[src/rtl/disparity_hole_fill_pkg.sv]
// Shared stereo-pipeline definitions: disparity width, hole code,
// hole-fill FSM states and run-counter operations.
package disparity_hole_fill_pkg;

    localparam int DISP_W = 9;
    localparam logic [31:0] INVALID_ALL = '1;
    localparam int COL_W = 11;

    typedef enum logic [1:0] {
        PASS  = 2'd0,
        HOLD  = 2'd1,
        DRAIN = 2'd2
    } hf_state_e;

    typedef enum logic [2:0] {
        RUN_KEEP = 3'd0,
        RUN_ONE  = 3'd1,
        RUN_INC  = 3'd2,
        RUN_DEC  = 3'd3,
        RUN_CLR  = 3'd4
    } run_op_e;

endpackage

[src/rtl/disparity_hole_fill_if.sv]
// Pixel stream into the hole filler and filled stream out
// toward the median filter.
interface disparity_hole_fill_if
    import disparity_hole_fill_pkg::*;
#(
    parameter int WIDTH = DISP_W
);

    logic             valid_in;
    logic [WIDTH-1:0] disp_in;
    logic             ready_in;
    logic [WIDTH-1:0] disp_hole;
    logic             valid_final_hole;
    logic             row_end;

    modport master (
        output valid_in,
        output disp_in,
        input  ready_in,
        input  disp_hole,
        input  valid_final_hole,
        input  row_end
    );

    modport slave (
        input  valid_in,
        input  disp_in,
        output ready_in,
        output disp_hole,
        output valid_final_hole,
        output row_end
    );

endinterface

[src/rtl/disparity_hole_fill_hole_run_counter.sv]
// Column position, row-width capture and hole-run length for
// the hole filler; the row width is latched on a row's first pixel.
module hole_run_counter
    import disparity_hole_fill_pkg::*;
(
    input  logic             clk,
    input  logic             rst,
    input  logic             clken,
    input  logic             accept_i,
    input  logic [COL_W-1:0] width_i,
    input  run_op_e          run_op_i,
    output logic             last_col_o,
    output logic [COL_W-1:0] run_len_o
);

    logic [COL_W-1:0] col_q, col_d;
    logic [COL_W-1:0] wid_q, wid_d;
    logic [COL_W-1:0] run_q, run_d;
    logic [COL_W-1:0] w_eff;
    logic             last;

    // At column 0 the live width input governs the new row
    assign w_eff = (col_q == '0) ? width_i : wid_q;
    assign last  = (col_q == w_eff - 11'd1);

    always_comb begin
        col_d = col_q;
        wid_d = wid_q;
        if (accept_i) begin
            if (col_q == '0) begin
                wid_d = width_i;
            end
            col_d = last ? '0 : col_q + 11'd1;
        end
    end

    always_comb begin
        run_d = run_q;
        unique case (run_op_i)
            RUN_KEEP: run_d = run_q;
            RUN_ONE:  run_d = 11'd1;
            RUN_INC:  run_d = run_q + 11'd1;
            RUN_DEC:  run_d = run_q - 11'd1;
            RUN_CLR:  run_d = '0;
            default:  run_d = run_q;
        endcase
    end

    always_ff @(posedge clk or negedge rst) begin
        if (!rst) begin
            col_q <= '0;
            wid_q <= '0;
            run_q <= '0;
        end else if (clken) begin
            col_q <= col_d;
            wid_q <= wid_d;
            run_q <= run_d;
        end
    end

    assign last_col_o = last;
    assign run_len_o  = run_q;

endmodule

[src/rtl/disparity_hole_fill.sv]
// Replaces runs of invalid disparities with the smaller of the
// neighbouring valid values, keeping raster order and row framing.
module disparity_hole_fill
    import disparity_hole_fill_pkg::*;
#(
    parameter int               WIDTH   = DISP_W,
    parameter logic [WIDTH-1:0] INVALID = INVALID_ALL[WIDTH-1:0]
)(
    input  logic                 clk,
    input  logic                 rst,
    input  logic                 clken,
    input  logic [COL_W-1:0]     width,
    disparity_hole_fill_if.slave s
);

    hf_state_e        state_q, state_d;
    logic [WIDTH-1:0] left_val_q, left_val_d;
    logic             left_ok_q, left_ok_d;
    logic [WIDTH-1:0] fill_q, fill_d;
    logic [WIDTH-1:0] p_q, p_d;
    logic             has_p_q, has_p_d;
    logic             rend_q, rend_d;
    logic [WIDTH-1:0] disp_q, disp_d;
    logic             vout_q, vout_d;
    logic             row_end_q, row_end_d;

    logic             ready;
    logic             accept;
    logic             inv;
    logic             last;
    logic [COL_W-1:0] run_len;
    run_op_e          run_op;
    logic [WIDTH-1:0] left_fill;
    logic [WIDTH-1:0] min_fill;

    assign ready  = (state_q != DRAIN);
    assign accept = s.valid_in & ready & clken;
    assign inv    = (s.disp_in == INVALID);

    assign left_fill = left_ok_q ? left_val_q : '0;
    assign min_fill  = (left_ok_q && (left_val_q < s.disp_in))
                     ? left_val_q : s.disp_in;

    hole_run_counter u_cnt (
        .clk        (clk),
        .rst        (rst),
        .clken      (clken),
        .accept_i   (accept),
        .width_i    (width),
        .run_op_i   (run_op),
        .last_col_o (last),
        .run_len_o  (run_len)
    );

    always_comb begin
        state_d    = state_q;
        left_val_d = left_val_q;
        left_ok_d  = left_ok_q;
        fill_d     = fill_q;
        p_d        = p_q;
        has_p_d    = has_p_q;
        rend_d     = rend_q;
        disp_d     = disp_q;
        vout_d     = 1'b0;
        row_end_d  = 1'b0;
        run_op     = RUN_KEEP;
        unique case (state_q)
            PASS: begin
                if (accept) begin
                    if (!inv) begin
                        disp_d     = s.disp_in;
                        vout_d     = 1'b1;
                        row_end_d  = last;
                        left_val_d = s.disp_in;
                        left_ok_d  = !last;
                    end else if (last) begin
                        disp_d    = left_fill;
                        vout_d    = 1'b1;
                        row_end_d = 1'b1;
                        left_ok_d = 1'b0;
                        run_op    = RUN_CLR;
                    end else begin
                        run_op  = RUN_ONE;
                        state_d = HOLD;
                    end
                end
            end
            HOLD: begin
                if (accept) begin
                    if (inv && !last) begin
                        run_op = RUN_INC;
                    end else begin
                        // First fill leaves now; DRAIN sends the rest
                        vout_d    = 1'b1;
                        state_d   = DRAIN;
                        left_ok_d = !inv && !last;
                        rend_d    = last;
                        if (inv) begin
                            disp_d  = left_fill;
                            fill_d  = left_fill;
                            has_p_d = 1'b0;
                        end else begin
                            disp_d     = min_fill;
                            fill_d     = min_fill;
                            p_d        = s.disp_in;
                            has_p_d    = 1'b1;
                            left_val_d = s.disp_in;
                            run_op     = RUN_DEC;
                        end
                    end
                end
            end
            DRAIN: begin
                vout_d = 1'b1;
                if (run_len != '0) begin
                    disp_d = fill_q;
                    run_op = RUN_DEC;
                    if (run_len == 11'd1 && !has_p_q) begin
                        row_end_d = rend_q;
                        state_d   = PASS;
                    end
                end else begin
                    disp_d    = p_q;
                    row_end_d = rend_q;
                    state_d   = PASS;
                end
            end
            default: state_d = PASS;
        endcase
    end

    always_ff @(posedge clk or negedge rst) begin
        if (!rst) begin
            state_q    <= PASS;
            left_val_q <= '0;
            left_ok_q  <= 1'b0;
            fill_q     <= '0;
            p_q        <= '0;
            has_p_q    <= 1'b0;
            rend_q     <= 1'b0;
            disp_q     <= '0;
            vout_q     <= 1'b0;
            row_end_q  <= 1'b0;
        end else if (clken) begin
            state_q    <= state_d;
            left_val_q <= left_val_d;
            left_ok_q  <= left_ok_d;
            fill_q     <= fill_d;
            p_q        <= p_d;
            has_p_q    <= has_p_d;
            rend_q     <= rend_d;
            disp_q     <= disp_d;
            vout_q     <= vout_d;
            row_end_q  <= row_end_d;
        end else begin
            vout_q <= 1'b0;
        end
    end

    assign s.ready_in         = ready;
    assign s.disp_hole        = disp_q;
    assign s.valid_final_hole = vout_q;
    assign s.row_end          = row_end_q;

endmodule

[src/flat_wrapper.sv]
// flat-port wrapper written by rule: the top's interface ports become plain ports
module disparity_hole_fill_flat import disparity_hole_fill_pkg::*;
#(
    parameter int               WIDTH   = DISP_W,
    parameter logic [WIDTH-1:0] INVALID = INVALID_ALL[WIDTH-1:0]
)
  (clk, rst, clken, width, s_valid_in, s_disp_in, s_ready_in, s_disp_hole, s_valid_final_hole, s_row_end);
  disparity_hole_fill_if #(.WIDTH(WIDTH)) s_i ();
  input  logic clk;
  input  logic rst;
  input  logic clken;
  input  logic [COL_W-1:0] width;
  input wire logic [$bits(s_i.valid_in)-1:0] s_valid_in;
  input wire logic [$bits(s_i.disp_in)-1:0] s_disp_in;
  output wire logic [$bits(s_i.ready_in)-1:0] s_ready_in;
  output wire logic [$bits(s_i.disp_hole)-1:0] s_disp_hole;
  output wire logic [$bits(s_i.valid_final_hole)-1:0] s_valid_final_hole;
  output wire logic [$bits(s_i.row_end)-1:0] s_row_end;
  assign s_i.valid_in = s_valid_in;
  assign s_i.disp_in = s_disp_in;
  assign s_ready_in = s_i.ready_in;
  assign s_disp_hole = s_i.disp_hole;
  assign s_valid_final_hole = s_i.valid_final_hole;
  assign s_row_end = s_i.row_end;
  disparity_hole_fill #(.WIDTH(WIDTH), .INVALID(INVALID)) u_core (.clk(clk), .rst(rst), .clken(clken), .width(width), .s(s_i));
endmodule
[config.mk]
export PLATFORM = sky130hd
export DESIGN_NAME = disparity_hole_fill_flat
export DESIGN_NICKNAME = d
export VERILOG_FILES = /design/src/rtl/disparity_hole_fill_pkg.sv /design/src/rtl/disparity_hole_fill_if.sv /design/src/rtl/disparity_hole_fill_hole_run_counter.sv /design/src/rtl/disparity_hole_fill.sv /design/src/flat_wrapper.sv
export SDC_FILE = /design/constraint.sdc
export NUM_CORES = 1
export LEC_CHECK = 0
export ABC_AREA = 1
export BUFFER_PORTS_ARGS = -buffer_cell sky130_fd_sc_hd__buf_4
export CORE_AREA = 2 2 159 83
export CTS_BUF_LIST = sky130_fd_sc_hd__clkbuf_2 sky130_fd_sc_hd__clkbuf_4 sky130_fd_sc_hd__clkbuf_8
export CTS_CLUSTER_SIZE = 40
export DETAILED_ROUTE_END_ITERATION = 8
export DIE_AREA = 0 0 161 85
export GPL_TIMING_DRIVEN = 0
export PLACE_DENSITY = 0.74
export SYNTH_ARGS = -nofsm -noshare
export SYNTH_HDL_FRONTEND = slang
export SYNTH_SLANG_ARGS = --single-unit
[constraint.sdc]
create_clock -name clk -period 3.2 [get_ports clk]
set_clock_uncertainty 0.15 [all_clocks]
set_input_delay 0.16 -clock clk [delete_from_list [all_inputs] [get_ports clk]]
set_output_delay 0.16 -clock clk [all_outputs]
set_load 0.01 [all_outputs]
* Word level (Yosys, flattened, before mapping)
Index checks and enable logic that the tools add are counted.
** Word-level totals
- Bits in registers :: 76
- Latch bits :: 0
- Bits in writable memories :: 0
- Memory bits (read-only) :: 0
- Bits of input ports :: 24
- Output and inout port bits :: 12
- Word-level logic and storage cells :: 113
- Memories :: 0
** Operators by class
- Add/sub/neg operators :: 4
- Multiply operators :: 0
- Divide/modulo/power cells :: 0
- Magnitude comparators :: 1
- Equal/unequal tests :: 17
- Shifts and indexed selects :: 0
- Multiplexer cells :: 53
- Bitwise gates (word level) :: 4
- Reductions and logical operators :: 21
** Operator list (count)
- 9-bit two-way mux :: 13
- 11-bit case mux with 4 select lines :: 1
- 9-bit case mux with 3 select lines :: 1
- 11-bit by 1-bit adder with 11-bit output, second input constant :: 2
- 11-bit two-way mux :: 2
- 11-bit by 1-bit subtractor with 11-bit output, second input constant :: 2
- 2-bit two-way mux :: 9
- 9-bit case mux with 2 select lines :: 1
- 1-bit two-way mux :: 16
- 3-bit two-way mux :: 5
- 6-bit AND reduction :: 2
- 11-bit by 1-bit equality test with 1-bit output, second input constant :: 1
- 11-bit equality test :: 1
- 11-bit logical NOT :: 1
- 11-bit nonzero test :: 1
- 5-bit AND reduction :: 2
- 9-bit equality test, second input constant :: 1
- 9-bit < comparator :: 1
- 3-bit case mux with 3 select lines :: 1
- 7-bit AND reduction :: 1
- 3-bit by 2-bit equality test with 1-bit output, second input constant :: 2
- 2-bit by 1-bit inequality test with 1-bit output, second input constant :: 3
- 2-bit inequality test, second input constant :: 3
- 3-bit inequality test, second input constant :: 2
- other kinds (17) :: 26

* Depth between registers and ports, before layout
Gate-level depths: netlist (run 1).
- Depth after elaboration :: 12
- Mapped depth :: 28
- Depth with buffers taken out :: 27

* By module
Synthesis (run 1) repeated with hierarchy kept, for this count alone.
** Second synthesis, totals
- Cell total of the unflattened synthesis :: 849
- Area total of the unflattened synthesis :: 5789.3 sq um
** By module, submodules not included
- disparity_hole_fill :: instances 1, cells an instance 438, area each 2960.3 sq um, sequential area each 1076.0 sq um
- hole_run_counter :: instances 1, cells an instance 411, area each 2829.0 sq um, sequential area each 825.8 sq um

* Worst setup path after synthesis (run 1)
Ideal clock, no wire load.
- Path type :: register to register
- Start :: register u_core.u_cnt.col_q[0]
- End :: register u_core.u_cnt.run_q[5], in the netlist u_core.u_cnt.run_len_o[5]
- Setup time :: 0.117 ns
- Arrival :: 3.017 ns
- Required time :: 2.933 ns
- Slack :: -0.084 ns
- Cell stages (with the launch flop) :: 26
- Path buffers :: 1
- Clock period less this slack :: 3.284 ns
- Cell sequence :: dfrtp_1 inv_1 ha_1 inv_1 nor2_1 nand2_1 nor2_4 nand3_2 nand2_2 ha_1 nand3_1 nor2_2 nand3_1 nand2_1 inv_1 nor2_1 nand2_1 nor2_4 nand3_4 nand2_1 nand2_2 nor2_1 nand3_2 buf_2 nand3_1 nand2_1
** On the way
- Word-level cells in the longest chain between the ends :: 12
- Elaborated cells between the ends (all ways) :: 19
- Those cells by class :: add/sub (1); eq/ne (5); mux (8); reduce/logical (5)
** Ends and longest elaborated chain
- start: declaration :: RTL line disparity_hole_fill_hole_run_counter.sv:16 : logic [COL_W-1:0] col_q, col_d;
- start signal: assignment :: RTL line disparity_hole_fill_hole_run_counter.sv:55 : col_q <= col_d;
- 11-bit logical NOT :: RTL line disparity_hole_fill_hole_run_counter.sv:23 : assign w_eff = (col_q == '0) ? width_i : wid_q;
- 11-bit two-way mux
- 11-bit by 1-bit subtractor with 11-bit output :: RTL line disparity_hole_fill_hole_run_counter.sv:24 : assign last = (col_q == w_eff - 11'd1);
- 11-bit equality test (*) :: RTL line disparity_hole_fill_hole_run_counter.sv:24
- 1-bit logical NOT :: RTL line disparity_hole_fill.sv:90 : if (inv && !last) begin
- 1-bit logical AND :: RTL line disparity_hole_fill.sv:90
- 3-bit two-way mux :: RTL line disparity_hole_fill.sv:90
- 3-bit two-way mux :: RTL line disparity_hole_fill.sv:89 : if (accept) begin
- 3-bit case mux with 3 select lines (*) :: RTL line disparity_hole_fill.sv:67 : unique case (state_q)
- 3-bit equality test (tied with other cells) :: RTL line disparity_hole_fill_hole_run_counter.sv:39 : unique case (run_op_i)
- 4-bit nonzero test (no line)
- 2-bit AND reduction (no line)
- end signal: assignment :: RTL line disparity_hole_fill_hole_run_counter.sv:57 : run_q <= run_d;
- end: declaration :: RTL line disparity_hole_fill_hole_run_counter.sv:18 : logic [COL_W-1:0] run_q, run_d;
Mark *: on every way between the ends. The rest lies on a longest branch, timed or not.
A chain may end at the register's enable or synchronous reset.

* Final worst setup path (run 1)
- Start :: register u_core.u_cnt.col_q[0]
- End :: register u_core.left_val_q[4]
** On the way
- Word-level cells in the longest chain between the ends :: 8
** Ends and longest elaborated chain
- 11-bit logical NOT :: RTL line disparity_hole_fill_hole_run_counter.sv:23
- 11-bit two-way mux
- 11-bit by 1-bit subtractor with 11-bit output :: RTL line disparity_hole_fill_hole_run_counter.sv:24
- 11-bit equality test (*) :: RTL line disparity_hole_fill_hole_run_counter.sv:24
- 1-bit logical NOT (*) :: RTL line disparity_hole_fill.sv:90
- 1-bit logical AND (*) :: RTL line disparity_hole_fill.sv:90
- 2-bit inequality test (no line) (*)
- 5-bit AND reduction (no line) (*)
- end signal: assignment :: RTL line disparity_hole_fill.sv:146 : left_val_q <= left_val_d;
- end: declaration :: RTL line disparity_hole_fill.sv:17 : logic [WIDTH-1:0] left_val_q, left_val_d;
Marks and branches as above.

==> results by group, run 1 <==
Place
  • GPL Wtd Cong: 0.921
  • DP Wirelength: roughly 12 mm
  • Place WS: -0.560 ns
  • Port buffer count: 35

Outcome
  • Failing checks: negative setup slack
  • Status: complete, but fails checks

Clock network
  • Total CTS buffers: 9
  • Clock Path Buffers: 2
  • H-Tree Depth: 3
  • Sink Count: 76
  • Clock-pin slew on the worst setup and hold paths: 0.09 ns
  • CTS tree: done
  • Skew-Pair Late Insertion Delay: between 0.3 and 0.4 ns
  • Root buf cell: clkbuf_8

Power and ir drop
  • Clock power share: 0.145
  • Power, Total: around 6.2 mW
  • Pwr Density: between 800 and 900 mW/mm^2
  • Leakage Power: 3.66 nW
  • Switching share of power: 0.481
  • Combinational Power Share: 0.590
  • Register share of total power: 0.265
  • Worst ir drop on vdd: 0.453 mV
  • Power Internal: 3.22 mW
  • Switch Pwr: about 3.0 mW

Timing
  • Max Fclk: 281 MHz
  • Final worst slack: -0.356 ns
  • Unrepaired setup endpoints after global routing: yes
  • Period utilization: 1.11
  • Final setup viols: 52
  • Minimum clock period: 3.56 ns
  • Slew HR: 0.294
  • Least-Margin Pin Slew: roughly 1.1 ns
  • Final Max Slew Viols: 0
  • Hold Vio Cnt, Final: 0

Route
  • Drt first-iter violations: 789
  • Vias per cell: 5.52
  • Drt pass-1 iters: 6
  • Routed Antenna Nets: 0
  • DRC viols: 0
  • Vias post-DR: 5969
  • WL per Instance: 16.6 um
  • DRT Wirelength: 18.0 mm

Floorplan
  • Core footprint: 0.0123 mm^2
  • Num ports: 36
  • Starting Density: 0.461
  • Row cnt: 29
  • Area of the die: 0.0137 mm^2
  • DIE HEIGHT: 85 um
  • Die width: around 160 um

Worst setup path
  • Crit path max fanout: 8
  • RR Startpoint: u_core.u_cnt.col_q[0]
  • RR Endpoint: u_core.left_val_q[4]
  • Flop-to-flop setup slack: -0.36 ns
  • WP data required: 3.34 ns
  • CP peak stage delay: approximately 0.41 ns
  • Slowest-stage cell, CP: dfrtp_1
  • Critical Path Source Type: flop
  • R2r worst-path depth: 24
  • CP Launch Point: u_core.u_cnt.col_q[0]
  • CP endpoint kind: flop
  • Worst EP arrival: 3.69 ns
  • Cell repeated most along the worst path: nor2_4
  • Worst setup path category: reg -> reg
  • Worst-path cell chain: inv_2, ha_4, inv_4, nor2_4, nand2_2, nor2_4, nand3b_1, nand2_2, ha_4, nand3_4, nor2_4, nand2_1, nand2_1, nand2_2, nor2_2, nand2_2, nor2_4, nand3_4, nand2_4, o21ai_4, nor2_4, nand2_4, clkbuf_16, o21ai_2

Yosys
  • Synthesized Nets: 860
  • Sequential cell area fraction in the yosys report: 0.335
  • Mapped Cells: between 800 and 900
  • Number of distinct library cells after synthesis: 40
  • Cell area after synthesis: about 0.0057 mm^2
  • Avg Cell Area, Syn: 6.95 um^2
  • Synth warn: 0
  • Flops & latches, synth: 76

Cells and area
  • Area grow syn2layout: 27.9%
  • Final #Nets: 948
  • Reg area: 0.00190 mm^2
  • Multi-input gate area: between 0.003 and 0.004 mm^2
  • Share of cells above drive strength 1: 0.259
  • Fill cell count: 1106
  • Diode count: 0

GRT
  • GRT overflow: 0
  • First-pass GRT wire length: 28.3 mm
  • Global Route Usage Sum: 0.264
  • Antenna violations before repair: 0
  • Pin count of the biggest net entering global routing: 77
  • Vias in the first global route: around 5200

Hold path
  • Worst hold path type: in -> reg
  • Hold Path Origin: s_disp_in[1]
  • Hold depth: 3
  • Worst hold endpoint: u_core.left_val_q[1]

Job
  • Max Cap Viol: 0
per-layer routing:
metal,vias up,part of all wire,track usage
met5,-,0,0
met4,0,0.0078,0.0471
met3,20,0.12,0.0714
met2,309,0.39,0.338
met1,2801,0.48,0.431
li1,2839,-,-
cells in the mapped netlist, drive strengths merged:
library cell | number | area [um^2]
xnor2 | 2 | 17.5
o211ai | 18 | 135
buf | 9 | 71.3
xor2 | 17 | 149
nand4 | 11 | 68.8
clkbuf | 18 | 67.6
a21oi | 10 | 65.1
inv | 126 | 473
nand2 | 233 | 927
o21bai | 2 | 15.0
dfrtp | 76 | 1900
clkinv | 2 | 7.51
nor2 | 62 | 329
o21ai | 79 | 437
a32oi | 1 | 8.76
nor3 | 5 | 35.0
o22ai | 27 | 169
nand3b | 6 | 45.0
ha | 18 | 225
or2 | 3 | 18.8
a31oi | 2 | 12.5
nand3 | 87 | 480
nor4 | 4 | 25.0
worst max-delay path, delay by kind of cell, from the launching register on:
family                   cells  cell delay (ns)
AO/OA/AOI/OAI                2             0.19
adder cells (fa/ha/maj)      2             0.35
flip-flops                   1             0.41
AND/OR/NAND/NOR             17             2.00
buffers and inverters        3             0.36
area by class of cell:
type | instances | area share
Tap cell | 170 | 0.0293
Clock buffer | 13 | 0.0238
Sequential cell | 76 | 0.262
Multi-Input combinational cell | 589 | 0.492
Clock inverter | 3 | 0.00929
Buffer | 27 | 0.0246
Inverter | 128 | 0.0664
Timing Repair Buffer | 75 | 0.0926
sequential cells by signal, summed over array words and instances, names as in the netlist:
name	flops
u_core.fill_q	9
u_core.s.disp_hole	9
u_core.u_cnt.col_q	11
u_core.s.valid_final_hole	1
u_core.left_val_q	9
u_core.u_cnt.run_len_o	11
u_core.s.row_end	1
u_core.p_q	9
u_core.left_ok_q	1
u_core.has_p_q	1
u_core.rend_q	1
u_core.u_cnt.wid_q	11
u_core.state_q	2
cells by family (layout without fill, tap and decap cells):
logic type      Yosys count  in the layout  share of synthesized area
buf+inv                 155            246                      0.109
xor+xnor                 19             19                     0.0293
fa+ha+maj                18             18                     0.0396
simple gates            411            412                      0.339
flops                    76             76                      0.335
compound gates          139            140                      0.148
timing repair:
| item | 4_1_cts | 5_1_grt |
|---|---|---|
| buffers inserted | 19 | 12 |
| gates cloned | 5 | 2 |
| endpoints found under the hold margin | 82 | 0 |
| resized for setup | 49 | 69 |
| pin swaps | 19 | 29 |
| hold buffers | 5 | 0 |
| setup endpoints to repair | 53 | 56 |
how the worst max path moves through the flow:
stage | end | cells after the start
6_report | u_core.left_val_q[4] | 24
5_1_grt | u_core.left_val_q[8] | 25
4_1_cts | u_core.s.disp_hole[3] | 22
3_5_place_dp | u_core.fill_q[3] | 23
3_3_place_gp | u_core.fill_q[4] | 23
2_1_floorplan | u_core.u_cnt.run_len_o[5] | 27
cells in the final DEF, fill, tap and decap left out, types with 3 or more instances in the layout:
master | Yosys | final
nor4_1 | 4 | 4
buf_6 | 4 | 15
o21ai_2 | 11 | 22
inv_2 | 8 | 11
nor2_2 | 5 | 9
o22ai_4 | 0 | 3
o22ai_1 | 27 | 18
nand3_2 | 4 | 7
nand2_1 | 214 | 183
o22ai_2 | 0 | 6
o21ai_0 | 56 | 53
nand4_1 | 11 | 11
nand3_1 | 81 | 76
a21oi_1 | 8 | 7
o21ai_1 | 12 | 3
nor2_4 | 9 | 12
ha_1 | 18 | 16
clkbuf_1 | 18 | 17
dlygate4sd3_1 | 0 | 5
buf_12 | 0 | 4
clkbuf_8 | 0 | 12
xor2_1 | 17 | 16
nand3_4 | 2 | 4
nand2_4 | 1 | 10
nand2_2 | 18 | 39
buf_4 | 1 | 58
o211ai_1 | 18 | 18
nand3b_1 | 6 | 6
dfrtp_1 | 76 | 74
nor2_1 | 47 | 41
inv_1 | 118 | 115
per-stage QoR:
stage          instances   util  instance area (um^2)  setup TNS (ns)  hold slack (ns)
5_1_grt             1081  0.589                  7270          -21.94           0.0205
3_5_place_dp        1023  0.504                  6210          -23.47            0.257
4_1_cts             1068  0.560                  6910           -7.04          0.00575
3_3_place_gp        1023  0.504                  6210          -20.24            0.256
6_report            1081  0.589                  7270          -12.70           0.0181
2_1_floorplan        818      -                  5740               0           -0.286
power by group through the flow:
| stage | logic [mW] | clock network, mW | registers [mW] |
|---|---|---|---|
| final | 3.67 | 0.900 | 1.65 |
| after global routing | 4.06 | 0.959 | 1.69 |
| after CTS | 3.18 | 0.917 | 1.62 |
| after detailed placement | 2.86 | 0 | 1.64 |
| after global placement | 2.80 | 0 | 1.63 |
| after floorplan | 2.13 | 0 | 1.58 |
No activity file was read; power rests on OpenSTA's default activity.
==> run 2: changes to the inputs <==
--- a/config.mk
+++ b/config.mk
@@ -14,6 +14,7 @@
 export DIE_AREA = 0 0 161 85
 export GPL_TIMING_DRIVEN = 0
 export PLACE_DENSITY = 0.74
+export REMOVE_ABC_BUFFERS = 1
 export SYNTH_ARGS = -nofsm -noshare
 export SYNTH_HDL_FRONTEND = slang
 export SYNTH_SLANG_ARGS = --single-unit
==> run 2 against run 1 <==
  * The run still ends with negative setup slack left
  * Via count decreased by 0.40%
  * Critical path depth unchanged
  * Die area unchanged
  * Core utilization decreased by 1.2 points
  * Flip-flop and latch count unchanged
  * Total power decreased by 4.3%
  * Final area decreased by 2.0%
  * Combinational power decreased by 5%
  * Largest cell class unchanged
==> results by group, run 2 (synthesized netlist as in run 1, its figures left out) <==
Outcome
  • Status: complete, but fails checks
  • Failing checks: negative setup slack

Worst setup path
  • WP buf/inv: 3
  • Worst-path cell chain: inv_2, ha_4, nand2_1, nor2_2, nand3_4, nand2_1, nand2_2, ha_4, xor2_2, nand2_1, nor2_1, nand3_1, nor2_1, nand2_2, nor2_4, nand3_4, nand2_4, buf_6, o21ai_4, nor2_4, buf_12, nand2_8, nand2_2, o21ai_2
  • CP peak stage delay: 0.40 ns
  • Crit path max fanout: 5
  • Worst EP arrival: between 3 and 4 ns
  • CP endpoint kind: flop
  • Worst setup path category: reg -> reg
  • WP data required: 3.31 ns
  • Slowest-stage cell, CP: dfrtp_1
  • Critical Path Source Type: flop
  • Cell family contributing the most delay on the critical path: simple AND/OR/NAND/NOR gates

Power and ir drop
  • Clock power share: 0.120
  • Switch Pwr: ~3 mW
  • Worst ir drop on vdd: 0.439 mV
  • Switching share of power: 0.510
  • Combinational Power Share: 0.589
  • Leakage Power: 3.59 nW
  • Power Internal: 2.92 mW
  • Power, Total: between 5 and 6 mW
  • Pwr Density: 835 mW/mm^2
  • Register share of total power: 0.291

Floorplan
  • DIE HEIGHT: 85 um
  • Row cnt: 29
  • Die width: between 150 and 200 um
  • Area of the die: around 0.014 mm^2
  • Num ports: 36
  • Core footprint: 0.0123 mm^2
  • Starting Density: 0.461

Timing
  • Final setup viols: 52
  • Unrepaired setup endpoints after global routing: yes
  • Slew HR: 0.325
  • Final worst slack: -0.356 ns
  • Max Fclk: 281 MHz
  • Hold slack: 0.0176 ns
  • Period utilization: 1.11
  • Minimum clock period: 3.56 ns
  • Least-Margin Pin Slew: around 1.0 ns
  • Final Max Slew Viols: 0
  • Hold Vio Cnt, Final: 0

Place
  • Port buffer count: 35
  • GPL Wtd Cong: 0.878
  • Place WS: -1.32 ns
  • Post-DP Area: 0.00602 mm^2
  • DP Wirelength: ~12 mm

Clock network
  • Clock-pin slew on the worst setup and hold paths: 0.09 ns
  • Clock Path Buffers: 2
  • Root buf cell: clkbuf_8
  • Total CTS buffers: 9
  • CTS tree: done
  • Sink Count: 76
  • H-Tree Depth: 3
  • Skew-Pair Late Insertion Delay: 0.37 ns

Cells and area
  • Commonest cells after routing, fill and taps aside: nand2_1 (189), inv_1 (114), nand3_1 (77)
  • Most common cell after layout, fill and taps aside: nand2_1
  • Fill cell count: 1129
  • Final #Nets: 934
  • Diode count: 0
  • Area grow syn2layout: 25.3%
  • Design area: 0.00712 mm^2
  • Share of cells above drive strength 1: 0.245

Route
  • Vias post-DR: slightly below 6000
  • DRT Wirelength: 18.0 mm
  • Vias per cell: 5.57
  • Drt first-iter violations: around 890
  • WL per Instance: 16.8 um
  • Drt pass-1 iters: 5
  • DRC viols: 0
  • Routed Antenna Nets: 0

Job
  • Max Cap Viol: 0

GRT
  • Grt met1 use: 0.418
  • Met3 Usage GRT: 0.0855
  • Antenna violations before repair: 0
  • First-pass GRT wire length: roughly 28 mm
  • Global Route Usage Sum: 0.257
  • GRT overflow: 0
  • Global-route met2 utilization: 0.319
  • Global routing's busiest layer: met1
  • Vias in the first global route: 5217
  • Pin count of the biggest net entering global routing: 77

Hold path
  • Worst hold path type: in -> reg
## run 2: repair_timing
| item | in CTS | in global routing |
|---|---|---|
| endpoints found under the setup margin | 56 | 56 |
| gates resized for setup | 59 | 45 |
| endpoints found under the hold margin | 80 | 1 |
| buffers inserted | 36 | 8 |
| pin swaps | 23 | 27 |
| hold buffers | 4 | 1 |
| cloned | 4 | 4 |
## run 2: cell type report
cell class | count | area [um^2] | share of cell area
tap | 170 | 213 | 0.0299
clock buffer | 10 | 138 | 0.0193
sequential | 76 | 1910 | 0.268
inverter | 128 | 484 | 0.0680
timing repair buffer | 84 | 762 | 0.107
multi-input combinational | 593 | 3570 | 0.501
clock inverter | 6 | 47.5 | 0.00668
## run 2: stage by stage
step | util | setup TNS [ns] | instances
after floorplan | - | -5.32 | 791
after global placement | 0.488 | -44.74 | 996
after detailed placement | 0.488 | -46.57 | 996
after CTS | 0.556 | -7.24 | 1056
after global routing | 0.577 | -21.98 | 1067
final | 0.577 | -11.97 | 1067
## run 2: worst min-delay path, stage by stage
cell	delay [ns]
buf_4	0.09
o21ai_2	0.10
o21ai_0	0.16
## run 2: routing by layer
layer  part of all wire  up-vias
li1                   -     2831
met1               0.49     2734
met2               0.36      348
met3               0.14       32
met4              0.014        0
met5                  0        -
## run 2: power groups by stage
stage	clock network (mW)	logic (mW)	registers, mW
2_1_floorplan	0	1.95	1.63
3_3_place_gp	0	2.62	1.70
3_5_place_dp	0	2.68	1.70
4_1_cts	0.726	3.16	1.68
5_1_grt	0.771	3.84	1.77
6_report	0.714	3.50	1.73
## run 2: worst paths after layout
kind | start | endpoint | slack, ns | cells after the start
min in group asynchronous | rst | u_core.u_cnt.wid_q[10] | 0.31 | 2
setup / recovery | u_core.u_cnt.col_q[0] | u_core.left_val_q[8] | -0.36 | 24
hold reg to reg | u_core.p_q[4] | u_core.p_q[4] | 0.34 | 2
max in group asynchronous | rst | u_core.u_cnt.col_q[1] | 1.86 | 2
hold / removal | width[8] | u_core.u_cnt.wid_q[8] | 0.02 | 3
setup reg to reg | u_core.u_cnt.col_q[0] | u_core.left_val_q[8] | -0.36 | 24
